File: config.mk
export PLATFORM = sky130hd
export DESIGN_NAME = store_buffer_flat
export DESIGN_NICKNAME = d
export VERILOG_FILES = /design/src/rtl/store_buffer_if.sv /design/src/rtl/store_buffer.sv /design/src/flat_wrapper.sv
export SDC_FILE = /design/constraint.sdc
export NUM_CORES = 1
export LEC_CHECK = 0
export BUFFER_PORTS_ARGS = -buffer_cell sky130_fd_sc_hd__buf_2
export CAP_MARGIN = 10
export CELL_PAD_IN_SITES_DETAIL_PLACEMENT = 0
export CELL_PAD_IN_SITES_GLOBAL_PLACEMENT = 1
export CORE_MARGIN = 5
export CORE_UTILIZATION = 45
export CTS_BUF_LIST = sky130_fd_sc_hd__clkbuf_4 sky130_fd_sc_hd__clkbuf_8 sky130_fd_sc_hd__clkbuf_16
export CTS_CLUSTER_SIZE = 14
export DETAILED_ROUTE_END_ITERATION = 10
export HOLD_SLACK_MARGIN = 0.06
export PLACE_DENSITY = 0.89
export SYNTH_ARGS = -nofsm -noshare
export SYNTH_HDL_FRONTEND = slang
export SYNTH_SLANG_ARGS = --single-unit
File: constraint.sdc
create_clock -name clk -period 6.1 [get_ports clk]
set_input_delay 0 -clock clk [delete_from_list [all_inputs] [get_ports clk]]
set_output_delay 0 -clock clk [all_outputs]
set_load 0.01 [all_outputs]
File: src/rtl/store_buffer_if.sv
// Store-buffer bus: pipeline store/load requests, data_memory port and status.
// STBUF_STATS_EN adds the stall_cycles/full_cycles statistic signals.
interface store_buffer_if #(
    parameter int unsigned DEPTH = 4
);
    localparam int unsigned CNT_W = $clog2(DEPTH + 1);

    logic             st_valid;
    logic             st_ready;
    logic [31:0]      st_addr;
    logic [31:0]      st_data;
    logic [2:0]       st_width;
    logic             ld_valid;
    logic [31:0]      ld_addr;
    logic [2:0]       ld_width;
    logic             ld_hazard;
    logic             mem_write_enable;
    logic [31:0]      mem_addr;
    logic [2:0]       mem_width;
    logic [31:0]      mem_write_data;
    logic             empty;
    logic [CNT_W-1:0] count;
`ifdef STBUF_STATS_EN
    logic [15:0]      stall_cycles;
    logic [15:0]      full_cycles;
`endif

    modport master (
        output st_valid, st_addr, st_data, st_width, ld_valid, ld_addr, ld_width,
        input  st_ready, ld_hazard, mem_write_enable, mem_addr, mem_width, mem_write_data,
        input  empty, count
`ifdef STBUF_STATS_EN
        , input stall_cycles, full_cycles
`endif
    );

    modport slave (
        input  st_valid, st_addr, st_data, st_width, ld_valid, ld_addr, ld_width,
        output st_ready, ld_hazard, mem_write_enable, mem_addr, mem_width, mem_write_data,
        output empty, count
`ifdef STBUF_STATS_EN
        , output stall_cycles, full_cycles
`endif
    );
endinterface

File: src/rtl/store_buffer.sv
// In-order store queue in front of data_memory; loads own the port unless they hit a queued word.
// Optional STBUF_STATS_EN adds saturating hazard-stall and queue-full cycle counters.
module store_buffer #(
    parameter int unsigned DEPTH = 4
) (
    input logic           clk,
    input logic           reset,
    store_buffer_if.slave bus
);
    localparam int unsigned PTR_W = $clog2(DEPTH);
    localparam int unsigned CNT_W = $clog2(DEPTH + 1);

    typedef struct packed {
        logic [31:0] addr;
        logic [31:0] data;
        logic [2:0]  width;
        logic        valid;
    } entry_t;

    entry_t           entry_q [DEPTH];
    entry_t           entry_d [DEPTH];
    logic [PTR_W-1:0] head_q, head_d;
    logic [PTR_W-1:0] tail_q, tail_d;
    logic [CNT_W-1:0] count_q, count_d;

    logic full;
    logic is_empty;
    logic push;
    logic word_hit;
    logic hazard;
    logic drain;

    always_comb begin
        full     = (count_q == CNT_W'(DEPTH));
        is_empty = (count_q == '0);
        push     = bus.st_valid && !full;
    end

    // Word-granular match only; a store accepted this cycle is not yet visible here.
    always_comb begin
        word_hit = 1'b0;
        for (int unsigned i = 0; i < DEPTH; i++) begin
            if (entry_q[i].valid && (entry_q[i].addr[31:2] == bus.ld_addr[31:2])) begin
                word_hit = 1'b1;
            end
        end
    end

    // Reset suppresses any write so a discarded queue never reaches memory.
    always_comb begin
        hazard = bus.ld_valid && word_hit && !reset;
        drain  = !is_empty && (!bus.ld_valid || hazard) && !reset;
    end

    always_comb begin
        entry_d = entry_q;
        head_d  = head_q;
        tail_d  = tail_q;
        if (push) begin
            entry_d[tail_q] = '{addr:  bus.st_addr,
                                data:  bus.st_data,
                                width: bus.st_width,
                                valid: 1'b1};
            tail_d = tail_q + 1'b1;
        end
        // Push and drain never target the same slot: that needs full or empty.
        if (drain) begin
            entry_d[head_q].valid = 1'b0;
            head_d = head_q + 1'b1;
        end
        count_d = count_q + CNT_W'(push) - CNT_W'(drain);
    end

    always_ff @(posedge clk) begin
        if (reset) begin
            head_q  <= '0;
            tail_q  <= '0;
            count_q <= '0;
            for (int unsigned i = 0; i < DEPTH; i++) begin
                entry_q[i] <= '0;
            end
        end else begin
            head_q  <= head_d;
            tail_q  <= tail_d;
            count_q <= count_d;
            entry_q <= entry_d;
        end
    end

    always_comb begin
        bus.st_ready  = !full;
        bus.empty     = is_empty;
        bus.count     = count_q;
        bus.ld_hazard = hazard;
        if (drain) begin
            bus.mem_write_enable = 1'b1;
            bus.mem_addr         = entry_q[head_q].addr;
            bus.mem_width        = entry_q[head_q].width;
            bus.mem_write_data   = entry_q[head_q].data;
        end else begin
            bus.mem_write_enable = 1'b0;
            bus.mem_addr         = bus.ld_addr;
            bus.mem_width        = bus.ld_width;
            bus.mem_write_data   = '0;
        end
    end

`ifdef STBUF_STATS_EN
    logic [15:0] stall_cycles_q;
    logic [15:0] full_cycles_q;

    always_ff @(posedge clk) begin
        if (reset) begin
            stall_cycles_q <= '0;
            full_cycles_q  <= '0;
        end else begin
            if (hazard && (stall_cycles_q != 16'hFFFF)) begin
                stall_cycles_q <= stall_cycles_q + 16'd1;
            end
            if (bus.st_valid && full && (full_cycles_q != 16'hFFFF)) begin
                full_cycles_q <= full_cycles_q + 16'd1;
            end
        end
    end

    always_comb begin
        bus.stall_cycles = stall_cycles_q;
        bus.full_cycles  = full_cycles_q;
    end
`endif
endmodule

File: src/flat_wrapper.sv
// flat-port wrapper written by rule: the top's interface ports become plain ports
module store_buffer_flat 
#(
    parameter int unsigned DEPTH = 4
)
  (clk, reset, bus_st_valid, bus_st_addr, bus_st_data, bus_st_width, bus_ld_valid, bus_ld_addr, bus_ld_width, bus_st_ready, bus_ld_hazard, bus_mem_write_enable, bus_mem_addr, bus_mem_width, bus_mem_write_data, bus_empty, bus_count);
  store_buffer_if #(.DEPTH(DEPTH)) bus_i ();
  input logic clk;
  input logic reset;
  input wire logic [$bits(bus_i.st_valid)-1:0] bus_st_valid;
  input wire logic [$bits(bus_i.st_addr)-1:0] bus_st_addr;
  input wire logic [$bits(bus_i.st_data)-1:0] bus_st_data;
  input wire logic [$bits(bus_i.st_width)-1:0] bus_st_width;
  input wire logic [$bits(bus_i.ld_valid)-1:0] bus_ld_valid;
  input wire logic [$bits(bus_i.ld_addr)-1:0] bus_ld_addr;
  input wire logic [$bits(bus_i.ld_width)-1:0] bus_ld_width;
  output wire logic [$bits(bus_i.st_ready)-1:0] bus_st_ready;
  output wire logic [$bits(bus_i.ld_hazard)-1:0] bus_ld_hazard;
  output wire logic [$bits(bus_i.mem_write_enable)-1:0] bus_mem_write_enable;
  output wire logic [$bits(bus_i.mem_addr)-1:0] bus_mem_addr;
  output wire logic [$bits(bus_i.mem_width)-1:0] bus_mem_width;
  output wire logic [$bits(bus_i.mem_write_data)-1:0] bus_mem_write_data;
  output wire logic [$bits(bus_i.empty)-1:0] bus_empty;
  output wire logic [$bits(bus_i.count)-1:0] bus_count;
  assign bus_i.st_valid = bus_st_valid;
  assign bus_i.st_addr = bus_st_addr;
  assign bus_i.st_data = bus_st_data;
  assign bus_i.st_width = bus_st_width;
  assign bus_i.ld_valid = bus_ld_valid;
  assign bus_i.ld_addr = bus_ld_addr;
  assign bus_i.ld_width = bus_ld_width;
  assign bus_st_ready = bus_i.st_ready;
  assign bus_ld_hazard = bus_i.ld_hazard;
  assign bus_mem_write_enable = bus_i.mem_write_enable;
  assign bus_mem_addr = bus_i.mem_addr;
  assign bus_mem_width = bus_i.mem_width;
  assign bus_mem_write_data = bus_i.mem_write_data;
  assign bus_empty = bus_i.empty;
  assign bus_count = bus_i.count;
  store_buffer #(.DEPTH(DEPTH)) u_core (.clk(clk), .reset(reset), .bus(bus_i));
endmodule
## Yosys cells after proc, flatten, opt, wreduce, memory -nomap -nowiden

Cells that the tools add are included.

- RAM bits: 0
- ROM bits: 0
- Bits in latches: 0
- Output and inout bits: 74
- Memories: 0
- Flip-flop bits (word level): 279
- Input port bits: 106

- Bitwise operators: 2
- Divide/modulo/power cells: 0
- Reductions and logical operators: 17
- Shift operators: 0
- Muxes and demuxes: 19
- Add/subtract/negate cells: 4
- $mul: 0
- Equality and inequality tests: 5
- Order comparisons: 4

Operator list:

| kind | count |
|---|---|
| 272-bit bitwise mux | 2 |
| 272-bit two-way mux | 2 |
| 68-bit demux with 2-bit select | 2 |
| 68-bit two-way mux | 3 |
| 68-bit binary-select mux with 2-bit select | 1 |
| 30-bit == test | 4 |
| 32-bit two-way mux | 2 |
| 1-bit logical AND | 11 |
| 3-bit >= comparator (second input constant) | 2 |
| 3-bit by 1-bit < comparator with 1-bit output (second input constant) | 2 |
| 1-bit two-way mux | 6 |
| 2-bit NOT with 3-bit output | 2 |
| 2-bit by 1-bit adder with 2-bit output (second input constant) | 2 |
| 1-bit zero test | 4 |
| 3-bit by 1-bit adder with 3-bit output | 1 |
| 3-bit == test (second input constant) | 1 |
| 3-bit zero test | 1 |
| 3-bit two-way mux | 1 |
| 3-bit by 1-bit subtractor with 3-bit output | 1 |
| 1-bit logical OR | 1 |

## Logic depth before layout (Yosys ltp)

- Word-level depth: 12
- Mapped depth: 15
- Gate-level depth less buffers: 13

## Worst setup path after synthesis

OpenSTA, ideal clock, no wires.

- Path kind: reg-to-reg
- Start point: register (tool-made name)
- End point: register u_core.count_q[2] (netlist: u_core.bus.count[2])
- Arrival: 2.886 ns
- Data required time: 5.972 ns
- Cell stages (with the launch flop): 15
- Clock period less this slack: 3.014 ns
- Setup slack: 3.086 ns
- Path through: dfxtp_1 > xnor2_1 > nand4_1 > nor4_1 > a22oi_1 > a311oi_4 > buf_2 > ha_1 > inv_1 > ha_1 > inv_1 > fa_1 > xor2_1 > xnor2_1 > nor2_1

RTL lines:

| element | line | text |
|---|---|---|
| end signal, assigned | store_buffer.sv:85 | `count_q <= count_d;` |
| end, declared | store_buffer.sv:24 | `logic [CNT_W-1:0] count_q, count_d;` |

==> flow_summary.ini <==
[cts]
tritoncts_num_sinks = 279
insertion_delay_ns = 0.58
cts_inserted_buffers = 31
tritoncts_clock_tree = done
cts_root_buffer = clkbuf_16
cts_htree_levels = 1
cts.repair_timing.setup_buffer_count = 0
clkSlewWorstSetupHoldPaths_ns = 0.06
cts_max_path_buffers = 3

[place]
placement.io_buffers = 179
place_hpwl_um = 28470
place_congestion = 1.064
dpl-instance-area_sq_mm = 0.01461

[run]
cap_viol_max_count = 0

[sta]
final.setup.tns_ns = 0
fin_skew_ns = 0.01810
setup_viol = 0
f_max_mhz = 256.5
timing.final.crit_period_ns = 3.899
grt_setup_unrepaired = false
report.final.hold_viol_count = 0
slew_violations = 0
tightestPinTransition_ns = 0.9961
finalCritPeriodShare = 0.6392
max_slew_margin = 0.3359

[pwr]
seqPwrFrac = 0.396
cell_internal_pwr_mw = 3.724
comb_power_share = 0.286
netSwitchingPower_mw = 1.920
p_per_area_mw_per_mm2 = 347.3
static-leakage-power_nw = 5.607
switching_share = 0.3402
ir_drop_mv = 0.2701
clockPowerShare = 0.319

[finish]
share_of_post_route_cells_with_drive_strength_above_1 = 0.1976
layout.cell_area.non_filler_sq_mm = 0.01625
count_of_inserted_antenna_diode_cells = 0
synthToLayoutAreaGrowth_pct = 18.61
nets = 1902
final_layout_fill_cell_count = 2791

[drt]
avgRoutedWirePerCell_um = 20.27
ant_nets = 0
detailedRoute.firstPassIterationCount = 5
route.final.wire_length_um = 44440
avgViaCountPerCell = 5.591
dr_total_vias = 12260
drc = 0
number_of_drc_markers_in_iteration_0 = 978

[critical_path]
slowest_stage = buf_4
critPathCaptureType = primary output
critPathRequiredTime_ns = 6.10
r2r.worst_path.cells = 13
r2r_setup_slack_ns = 2.71
timing.critical_path.fanout_max = 68
category_of_the_worst_setup_path_launch_point = flip-flop
crit_chain = xnor2_1 -> nand4_1 -> nor4_1 -> a22oi_1 -> a311oi_4 -> buf_4 -> mux2_2 -> buf_2
critical_path_class = reg -> out
cp_slowest_stage_delay_ns = 0.71
r2r-end = u_core.bus.count[2]
timing.critical_path.arrival_ns = 3.90

[synthesis]
netlist-cell-type-count = 31
postSynthRegisterBits = 279
syn_area_sq_mm = 0.01370
postSynthNetCount = 1752
synth-warning-count = 0
synthesis.instances = 1635
seq_area_frac_synth = 0.4077
synth_area_per_cell_sq_um = 8.380

[floorplanning]
design.core.area_sq_mm = 0.02987
die-height_um = 184.5
starting_density = 0.4586
design.die.area_sq_mm = 0.03403
floorplan.rows = 63
floorplan.die.width_um = 184.5
io_pins = 180

[min_path]
hp-start = reset
timing.hold.worst_path_depth = 2
hold_end = u_core.tail_q[1]
hold_path.class = in -> reg

[grt]
grt_pass1_wl_um = 68190
antenna_found_initial = 0
grt_util_all_layers = 0.2531
globalRoute.totalOverflow = 0
grt_start_max_net_pins = 132
via_count_of_the_first_global_routing_pass = 12000

[run_status]
run_status = finished clean
[cells by family after synthesis]
| group | count (synthesis) | synth area share |
|---|---|---|
| XOR/XNOR | 123 | 0.07863 |
| adder cells (fa/ha/maj) | 11 | 0.01059 |
| AO/OA/AOI/OAI | 283 | 0.1073 |
| flip-flops | 279 | 0.4077 |
| multiplexers | 103 | 0.1396 |
| buffers and inverters | 154 | 0.04740 |
| AND/OR/NAND/NOR | 682 | 0.2088 |
[routing by layer]
metal  up-vias  wire (um)  track usage
li1       5805          -            -
met1      5889      18120       0.3297
met2       461      21390       0.4275
met3       100       3295      0.04342
met4         0       1639      0.08607
met5         -          0            0
[power groups by stage]
stage	Clock (mW)	Sequential (mW)	Combinational, mW
floorplan	0	2.13	1.18
CTS	1.83	2.23	1.62
detailed placement	0	2.27	1.58
finish	1.80	2.23	1.61
global placement	0	2.26	1.56
global route	1.89	2.26	1.75
[final cells by class]
| class | count | area [sq um] | share of cell area |
|---|---|---|---|
| Tap cell | 390 | 488.0 | 0.03003 |
| Sequential cell | 279 | 5593 | 0.3442 |
| Clock inverter | 5 | 67.56 | 0.004158 |
| Inverter | 9 | 33.78 | 0.002079 |
| Clock buffer | 45 | 887.1 | 0.05459 |
| Multi-Input combinational cell | 1202 | 7481 | 0.4603 |
| Timing Repair Buffer | 262 | 1700 | 0.1046 |
[cell usage in the layout (no fill, tap or decap), drive strengths merged]
cell type / count
nand2: 546
dfxtp: 279
a21oi: 268
buf: 192
xnor2: 122
dlygate4sd3: 69
mux4: 67
nand4: 57
clkbuf: 46
mux2: 35
and2: 33
nor4: 15
nor2: 10
ha: 10
inv: 10
nand3: 9
and3: 8
a211oi: 4
a22oi: 3
nor3: 3
a31oi: 3
o311ai: 2
clkinv: 2
a311oi: 1
nor2b: 1
o21ai: 1
a2111oi: 1
mux2i: 1
xor2: 1
fa: 1
clkinvlp: 1
bufinv: 1
[cell usage after synthesis (all sizes together)]
| library cell | n | area, sq um |
|---|---|---|
| fa | 1 | 20.02 |
| nor2 | 10 | 37.54 |
| dfxtp | 279 | 5585 |
| and3 | 8 | 50.05 |
| nor3 | 3 | 15.01 |
| and2 | 33 | 206.5 |
| nor2b | 1 | 6.260 |
| nand2 | 546 | 2049 |
| xor2 | 1 | 8.760 |
| a22oi | 3 | 22.52 |
| a211oi | 4 | 30.03 |
| buf | 47 | 247.7 |
| mux2 | 35 | 394.1 |
| clkbuf | 98 | 367.9 |
| a311oi | 1 | 26.28 |
| a21oi | 268 | 1341 |
| inv | 9 | 33.78 |
| mux2i | 1 | 10.01 |
| mux4 | 67 | 1509 |
| xnor2 | 122 | 1069 |
| a31oi | 3 | 18.77 |
| ha | 10 | 125.1 |
| nand3 | 9 | 45.04 |
| o311ai | 2 | 17.52 |
| a2111oi | 1 | 8.760 |
| nand4 | 57 | 356.6 |
| o21ai | 1 | 5.000 |
| nor4 | 15 | 93.84 |
[through the flow]
stage	hold WS [ns]	util	setup slack (ns)	total power, mW	cells
global placement	0.2747	0.4889	2.757	3.826	2073
global route	0.1633	0.5440	2.066	5.902	2192
floorplan	0.1360	-	3.086	3.311	1635
detailed placement	0.2761	0.4889	2.751	3.848	2073
CTS	0.1038	0.5440	2.146	5.681	2192
finish	0.09449	0.5440	2.201	5.644	2192
[worst max path at each step]
| stage | from | to |
|---|---|---|
| 5_1_grt | flip-flop | bus_mem_addr[8] |
| 6_report | flip-flop | bus_mem_addr[10] |
| 3_3_place_gp | flip-flop | u_core.bus.count[2] |
| 2_1_floorplan | flip-flop | u_core.bus.count[2] |
| 3_5_place_dp | flip-flop | u_core.bus.count[2] |
| 4_1_cts | flip-flop | bus_mem_addr[8] |
[worst max-delay path: cells and delay by family, from the launching register on]
kind            cells  cell delay [ns]
mux                 1             0.43
flops               1             0.33
simple gates        2             0.54
compound gates      2             0.63
xor+xnor            1             0.47
buf+inv             2             0.86
[timing repair]
action                                 4_1_cts  5_1_grt
endpoints found under the hold margin      276        0
hold buffers                                69        0
resized for setup                            0        0
No activity file was read; power rests on OpenSTA's default activity.
